## src/rtl/pc_fetch_ctrl_pkg.sv

```systemverilog
// Shared types and constants for the fetch-stage controller: FSM encoding,
// IF/ID latch contents and default reset/NOP words.
package pc_fetch_ctrl_pkg;

    typedef enum logic [1:0] {
        ST_RUN   = 2'b00,
        ST_FAULT = 2'b01
    } state_t;

    localparam logic [31:0] DEFAULT_RESET_PC = 32'h0000_0000;
    localparam logic [31:0] NOP_WORD         = 32'h0000_0000;

    typedef struct packed {
        logic [31:0] pc;
        logic [31:0] pc4;
        logic [31:0] instr;
        logic        valid;
    } if_id_t;

    function automatic logic is_word_aligned(input logic [31:0] addr);
        return addr[1:0] == 2'b00;
    endfunction

endpackage

```

## src/rtl/pc_fetch_ctrl_if.sv

```systemverilog
// Fetch-stage bus: hazard/redirect controls and imem/incrementer inputs in,
// fetch address and IF/ID latch contents out.
interface pc_fetch_ctrl_if;

    logic        stall;
    logic        redirect;
    logic [31:0] redirect_pc;
    logic [31:0] pc_plus4;
    logic [31:0] instr_in;
    logic [31:0] pc;
    logic [31:0] if_id_pc;
    logic [31:0] if_id_pc4;
    logic [31:0] if_id_instr;
    logic        if_id_valid;
    logic        misalign_exc;

    // The fetch controller itself.
    modport master (
        input  stall, redirect, redirect_pc, pc_plus4, instr_in,
        output pc, if_id_pc, if_id_pc4, if_id_instr, if_id_valid, misalign_exc
    );

    // Surrounding pipeline: hazard unit, branch unit, imem, incrementer, decode.
    modport slave (
        output stall, redirect, redirect_pc, pc_plus4, instr_in,
        input  pc, if_id_pc, if_id_pc4, if_id_instr, if_id_valid, misalign_exc
    );

endinterface

```

## src/rtl/pc_fetch_ctrl_if_id_reg.sv

```systemverilog
// IF/ID pipeline latch: loads a fetched instruction when enabled, or a bubble
// when squashed; bubble-load wins over enable.
module pc_fetch_ctrl_if_id_reg
    import pc_fetch_ctrl_pkg::*;
#(
    parameter logic [31:0] NOP_INSTR = NOP_WORD
) (
    input  logic   clk,
    input  logic   rst,
    input  logic   en,
    input  logic   bubble,
    input  if_id_t d,
    output if_id_t q
);

    localparam if_id_t BUBBLE = '{pc: '0, pc4: '0, instr: NOP_INSTR, valid: 1'b0};

    // NOTE: the whole latch is reset, not just valid, so downstream never sees X link addresses.
    always_ff @(posedge clk or posedge rst) begin
        if (rst) begin
            q <= BUBBLE;
        end else if (bubble) begin
            q <= BUBBLE;
        end else if (en) begin
            q <= d;
        end
    end

endmodule

```

## src/rtl/pc_fetch_ctrl.sv

```systemverilog
// Fetch-stage controller: holds the PC, picks redirect / hold / sequential next PC,
// and feeds the IF/ID latch; a misaligned redirect parks it in FAULT until reset.
module pc_fetch_ctrl
    import pc_fetch_ctrl_pkg::*;
#(
    parameter logic [31:0] RESET_PC  = DEFAULT_RESET_PC,
    parameter logic [31:0] NOP_INSTR = NOP_WORD
) (
    input  logic              clk,
    input  logic              rst,
    pc_fetch_ctrl_if.master   bus
);

    state_t      state_q, state_d;
    logic [31:0] pc_q, pc_d;
    logic        ifid_en;
    logic        ifid_bubble;
    if_id_t      ifid_d, ifid_q;

    // NOTE: state registers use non-blocking assignments so every flop samples pre-edge values.
    always_ff @(posedge clk or posedge rst) begin
        if (rst) begin
            state_q <= ST_RUN;
            pc_q    <= RESET_PC;
        end else begin
            state_q <= state_d;
            pc_q    <= pc_d;
        end
    end

    // NOTE: every output of this block gets a default first, so no path can infer a latch.
    always_comb begin
        state_d     = state_q;
        pc_d        = pc_q;
        ifid_en     = 1'b0;
        ifid_bubble = 1'b0;
        case (state_q)
            ST_RUN: begin
                if (bus.redirect) begin
                    ifid_bubble = 1'b1;
                    if (is_word_aligned(bus.redirect_pc)) begin
                        pc_d = bus.redirect_pc;
                    end else begin
                        state_d = ST_FAULT;
                    end
                end else if (!bus.stall) begin
                    pc_d    = bus.pc_plus4;
                    ifid_en = 1'b1;
                end
            end
            ST_FAULT: begin
                ifid_bubble = 1'b1;
            end
            default: begin
                state_d     = ST_FAULT;
                ifid_bubble = 1'b1;
            end
        endcase
    end

    assign ifid_d = '{pc: pc_q, pc4: bus.pc_plus4, instr: bus.instr_in, valid: 1'b1};

    pc_fetch_ctrl_if_id_reg #(
        .NOP_INSTR (NOP_INSTR)
    ) u_if_id_reg (
        .clk    (clk),
        .rst    (rst),
        .en     (ifid_en),
        .bubble (ifid_bubble),
        .d      (ifid_d),
        .q      (ifid_q)
    );

    assign bus.pc           = pc_q;
    assign bus.if_id_pc     = ifid_q.pc;
    assign bus.if_id_pc4    = ifid_q.pc4;
    assign bus.if_id_instr  = ifid_q.instr;
    assign bus.if_id_valid  = ifid_q.valid;
    // Only a misaligned redirect can reach FAULT, so the state itself is the sticky flag.
    assign bus.misalign_exc = (state_q == ST_FAULT);

endmodule

```

## src/flat_wrapper.sv

```systemverilog
// flat-port wrapper written by rule: the top's interface ports become plain ports
module pc_fetch_ctrl_flat import pc_fetch_ctrl_pkg::*;
#(
    parameter logic [31:0] RESET_PC  = DEFAULT_RESET_PC,
    parameter logic [31:0] NOP_INSTR = NOP_WORD
)
  (clk, rst, bus_stall, bus_redirect, bus_redirect_pc, bus_pc_plus4, bus_instr_in, bus_pc, bus_if_id_pc, bus_if_id_pc4, bus_if_id_instr, bus_if_id_valid, bus_misalign_exc);
  pc_fetch_ctrl_if bus_i ();
  input  logic clk;
  input  logic rst;
  input wire logic [$bits(bus_i.stall)-1:0] bus_stall;
  input wire logic [$bits(bus_i.redirect)-1:0] bus_redirect;
  input wire logic [$bits(bus_i.redirect_pc)-1:0] bus_redirect_pc;
  input wire logic [$bits(bus_i.pc_plus4)-1:0] bus_pc_plus4;
  input wire logic [$bits(bus_i.instr_in)-1:0] bus_instr_in;
  output wire logic [$bits(bus_i.pc)-1:0] bus_pc;
  output wire logic [$bits(bus_i.if_id_pc)-1:0] bus_if_id_pc;
  output wire logic [$bits(bus_i.if_id_pc4)-1:0] bus_if_id_pc4;
  output wire logic [$bits(bus_i.if_id_instr)-1:0] bus_if_id_instr;
  output wire logic [$bits(bus_i.if_id_valid)-1:0] bus_if_id_valid;
  output wire logic [$bits(bus_i.misalign_exc)-1:0] bus_misalign_exc;
  assign bus_i.stall = bus_stall;
  assign bus_i.redirect = bus_redirect;
  assign bus_i.redirect_pc = bus_redirect_pc;
  assign bus_i.pc_plus4 = bus_pc_plus4;
  assign bus_i.instr_in = bus_instr_in;
  assign bus_pc = bus_i.pc;
  assign bus_if_id_pc = bus_i.if_id_pc;
  assign bus_if_id_pc4 = bus_i.if_id_pc4;
  assign bus_if_id_instr = bus_i.if_id_instr;
  assign bus_if_id_valid = bus_i.if_id_valid;
  assign bus_misalign_exc = bus_i.misalign_exc;
  pc_fetch_ctrl #(.RESET_PC(RESET_PC), .NOP_INSTR(NOP_INSTR)) u_core (.clk(clk), .rst(rst), .bus(bus_i));
endmodule
```

## config.mk

```make
export PLATFORM = sky130hd
export DESIGN_NAME = pc_fetch_ctrl_flat
export DESIGN_NICKNAME = d
export VERILOG_FILES = /design/src/rtl/pc_fetch_ctrl_pkg.sv /design/src/rtl/pc_fetch_ctrl_if.sv /design/src/rtl/pc_fetch_ctrl_if_id_reg.sv /design/src/rtl/pc_fetch_ctrl.sv /design/src/flat_wrapper.sv
export SDC_FILE = /design/constraint.sdc
export NUM_CORES = 1
export LEC_CHECK = 0
export ABC_CLOCK_PERIOD_IN_PS = 11900
export CAP_MARGIN = 10
export CORE_MARGIN = 3
export CORE_UTILIZATION = 44
export CTS_CLUSTER_SIZE = 40
export DETAILED_ROUTE_END_ITERATION = 10
export PLACE_DENSITY = 0.91
export SETUP_SLACK_MARGIN = 0.1
export SKIP_LAST_GASP = 1
export SYNTH_ARGS = -nofsm -noshare
export SYNTH_HDL_FRONTEND = slang
export SYNTH_SLANG_ARGS = --single-unit
```

## constraint.sdc

```tcl
create_clock -name clk -period 11.9 [get_ports clk]
set_input_delay 1.19 -clock clk [delete_from_list [all_inputs] [get_ports clk]]
set_output_delay 1.19 -clock clk [all_outputs]
set_load 0.02 [all_outputs]
```

; Yosys cells after proc, flatten, opt, wreduce, memory -nomap -nowiden
; Cells that the tools add are included.
[op_classes]
n_eq_ne = 5
muxes = 13
n_bitwise = 1
n_reduce_logical = 5
[op_table]
columns = cell, count
row1 = $mux 97, 2
row2 = $mux 32, 3
row3 = $reduce_and 3->1, 2
row4 = $mux 1, 5
row5 = $logic_not 2->1, 2
row6 = $mux 2, 2
row7 = $ne 2x1->1 const B, 2
row8 = $ne 2x2->1 const B, 2
row9 = $pmux 2 s2, 1
row10 = $eq 2x1->1 const B, 1
row11 = $reduce_bool 2->1, 1
row12 = $not 1->1, 1
[word_totals]
regBits = 131
inputBits = 100
output_inout_bits = 130
word_cells = 30

; Logic depth before layout (Yosys ltp)
[depth]
ltp_word = 5
ltp_mapped = 5
ltp_nobuf = 3

; By module
; A second synthesis with hierarchy kept.
[hier_totals]
hier_cells = 426
area_unflattened_um2 = 5689.2
[by_module_without_submodules]
columns = module, n_inst, cells_each, area_each_um2, seq_area_each_um2
row1 = pc_fetch_ctrl_if_id_reg, 1, 314, 3925.0, 2427.3
row2 = pc_fetch_ctrl, 1, 112, 1764.2, 825.8

; Worst setup path before layout
; Ideal clock, no wire load.
[synth_path]
path_kind = input to register
startpoint = in bus_redirect
endpoint = reg u_core.pc_q[10] (netlist: u_core.bus.pc[10])
setup_time_ps = 128
arrival_time_ps = 2343
t_required_ps = 11772
path_slack_ps = 9430
path_stages = 4
path_buffers = 2
cell_sequence = buf_2 clkbuf_1 mux2_2 mux2_1
[synth_between]
elab_chain_cells = 2
word_cells_on_any_way = 4
classes_between = 2 x eq/ne / 1 x mux / 1 x reduce/logical
[synth_lines]
columns = element, line
row1 = "start, declared", flat_wrapper.sv:12  ; input wire logic [$bits(bus_i.redirect)-1:0] bus_redirect;
row2 = $ne 2x1->1 (no line), --
row3 = $reduce_and 3->1 (no line), --
row4 = "end signal, assigned", pc_fetch_ctrl.sv:27  ; pc_q <= pc_d;
row5 = "end, declared", pc_fetch_ctrl.sv:15  ; logic [31:0] pc_q, pc_d;
; Parallel ways exist; a longest one is shown, timed or not.
; A chain may end at the register's enable or synchronous reset.

; Worst setup path after layout
[layout_path]
startpoint = in bus_stall
endpoint = reg u_core.u_if_id_reg.q[56] (netlist bit)
[layout_between]
elab_chain_cells = 4
[layout_lines]
columns = element, line
row1 = "start, declared", flat_wrapper.sv:11  ; input wire logic [$bits(bus_i.stall)-1:0] bus_stall;
row2 = $mux 1, pc_fetch_ctrl.sv:46  ; end else if (!bus.stall) begin
row3 = $mux 1, pc_fetch_ctrl.sv:39  ; if (bus.redirect) begin
row4 = $mux 1, pc_fetch_ctrl.sv:37  ; case (state_q)
row5 = $reduce_bool 2->1 (no line), --
row6 = "end signal, assigned", pc_fetch_ctrl_if_id_reg.sv:21  ; q <= BUBBLE;
row7 = "end signal, assigned", pc_fetch_ctrl_if_id_reg.sv:23  ; q <= BUBBLE;
row8 = "end signal, assigned", pc_fetch_ctrl_if_id_reg.sv:25  ; q <= d;
row9 = "end, declared", pc_fetch_ctrl_if_id_reg.sv:13  ; output if_id_t q
; Every way passes these cells.

==> flow_summary.yaml <==
floorplan:
  row_count: 38
  ios: 230
  die_y_um: 112
  die_x_um: 112
  start_util_pct: 45.5
  core_um2: 10900
  die_area_um2: 12600
drt:
  viasPerCell: 5.44
  drt_wl_total_mm: 14.4
  ant_nets: 0
  vias: 3812
  drt_iter0_markers: 313
  drc: 0
  wire_per_inst_um: 20.6
  drtPass1Iterations: 4
worst_setup_path:
  critPathLaunchType: "primary input"
  r2r_start: "u_core.state_q[0]$_DFFE_PP0P_"
  crit_path_start: "bus_stall"
  cp_cell_sequence: "clkdlybuf4s50_1, nor3b_4, buf_4, a22o_1"
  worst-path-buf-inv: 2
  crit_fanout: 73
  critPathMaxStageDelay_ns: 0.87
  crit_family: "buffers and inverters"
  cp.required_ns: 12.24
  endpoint_kind: "register"
  crit_path_top_delay_cell: "nor3b_4"
  path_class: "primary input to register"
  arrival_ns: 3.73
grt:
  grt_pass1_vias: 4163
  grt_usage_pct: 23.0
  grt_max_degree: 99
  antenna_found_initial: 0
  use_met2_pct: 38.5
  grt_overflow: 0
  grt_pass1_wl_mm: 22.5
  gr-usage-met1_pct: 27.1
  grt_most_used_layer: "met2"
  grt_util_met3_pct: 8.73
layout:
  final_nets: 648
  antenna_cells: 0
  final_cell_mix: "clkdlybuf4s50_1, dfrtp_1, a22o_1"
  utilization_pct: 72.5
  area_growth_pct: 59.6
  final_common_cell: "clkdlybuf4s50_1"
  final_design_area_no_fill_um2: 7930
  finish.cell_count_without_fillers: 701
  drive_gt1_share_pct: 12.5
job:
  max_cap_violations: 0
placed_design:
  dpl.cell_count: 669
  place.gp.congestion: 0.831
  placed_area_um2: 7360
  pre_cts_ws_ns: 8.15
  portBuffers: 229
  post-dp-hpwl_mm: 9.84
clocking:
  path_clk_slew_ns: 0.05
  clock-root-buffer: "clkbuf_16"
  cts_resized: 0
  cts_tree: "done"
  ctsLongestPathBuffers: 2
  hold_buffers: 0
  post_cts_buffers: 0
  htreeDepth: 4
  clk_latency_ns: 0.41
  cts.sinks: 130
  cts_buffers: 17
timing:
  rsz0062_at_grt: "false"
  setup_ws_ns: 8.51
  relSlewSlack_pct: 29.4
  setup_tns_ns: 0
  drv_slew: 0
  skew_ns: 0.00407
  finalHoldViolCount: 0
  fmax_mhz: 295
  setup_viol_count_final: 0
  hold_ws_ns: 0.502
  period_needed_ns: 3.39
  post-route-period-util_pct: 28.5
  worstMarginPinSlew_ns: 1.06
power:
  ir_drop_mv: 0.140
  power_density_nw_per_um2: 143
  static-leakage-power_nw: 3.51
  p_total_mw: 1.13
synth:
  syn-instance-count: 324
  syn_nets: 424
  synth_cell_types: 15
  yosysSeqAreaShare_pct: 65.4
  synth_seq_cells: 130
  yosysWarnings: 0
  synth_area_um2: 4970
  syn_area_per_cell_um2: 15.3
worst_hold_path:
  hold_class: "register to register"
  worstHoldStart: "u_core.u_if_id_reg.q[89]$_DFFE_PP0P_"
run_status:
  status: "finished clean"
==> synth_stat cells <==
cell | n | area share, %
nor3b_2 | 1 | 0.25
clkbuf_1 | 14 | 1.1
mux2_2 | 32 | 7.2
dfrtp_1 | 130 | 65
inv_1 | 2 | 0.15
a211oi_1 | 1 | 0.15
buf_1 | 1 | 0.075
buf_2 | 12 | 1.2
o21ai_0 | 1 | 0.10
nor2_1 | 1 | 0.075
mux2_1 | 28 | 6.3
a22o_1 | 98 | 17
nor3_4 | 1 | 0.33
nor4b_1 | 1 | 0.18
nand2b_1 | 1 | 0.13
==> cells by family after synthesis <==
group | Yosys count | synth area share (%)
buf+inv | 29 | 2.49
flops | 130 | 65.4
mux | 60 | 13.6
simple gates | 5 | 0.957
compound gates | 100 | 17.5
==> area by class of cell <==
class / count / area [um^2]
flip-flops and latches: 130 / 3250
fillers: 715 / 3000
repair buffers: 232 / 2310
multi-input cells: 165 / 1610
clock buffers: 19 / 433
well taps: 140 / 175
clock inverters: 13 / 143
inverters: 2 / 10.0
==> layer usage <==
layer | vias up | wire length [um]
met5 | - | 0
met2 | 180 | 7280
li1 | 1676 | -
met3 | 18 | 1250
met1 | 1938 | 5670
met4 | 0 | 229
==> power by group <==
group,internal [mW],leakage (nW),switching [mW]
registers,0.463,1.77,0.0170
clock network,0.325,0.290,0.185
logic,0.0798,1.45,0.0619
total,0.868,3.51,0.264
==> state kept, by name, summed over array words and instances (netlist names) <==
register,count
u_core.bus.pc,32
u_core.state_q,1
u_core.u_if_id_reg.q,97
==> worst paths after layout <==
kind                                                              to  slack (ns)  cells after the start
worst min-delay path            u_core.u_if_id_reg.q[89]$_DFFE_PP0P_        0.50                      1
min in group asynchronous       u_core.u_if_id_reg.q[11]$_DFFE_PP0P_        1.20                      2
max in group asynchronous               u_core.bus.pc[8]$_DFFE_PP0P_        9.22                      3
worst min register to register  u_core.u_if_id_reg.q[89]$_DFFE_PP0P_        0.50                      1
worst max register to register  u_core.u_if_id_reg.q[56]$_DFFE_PP0P_        9.38                      3
worst max-delay path            u_core.u_if_id_reg.q[56]$_DFFE_PP0P_        8.51                      4
Power figures use the tool's default switching activity.
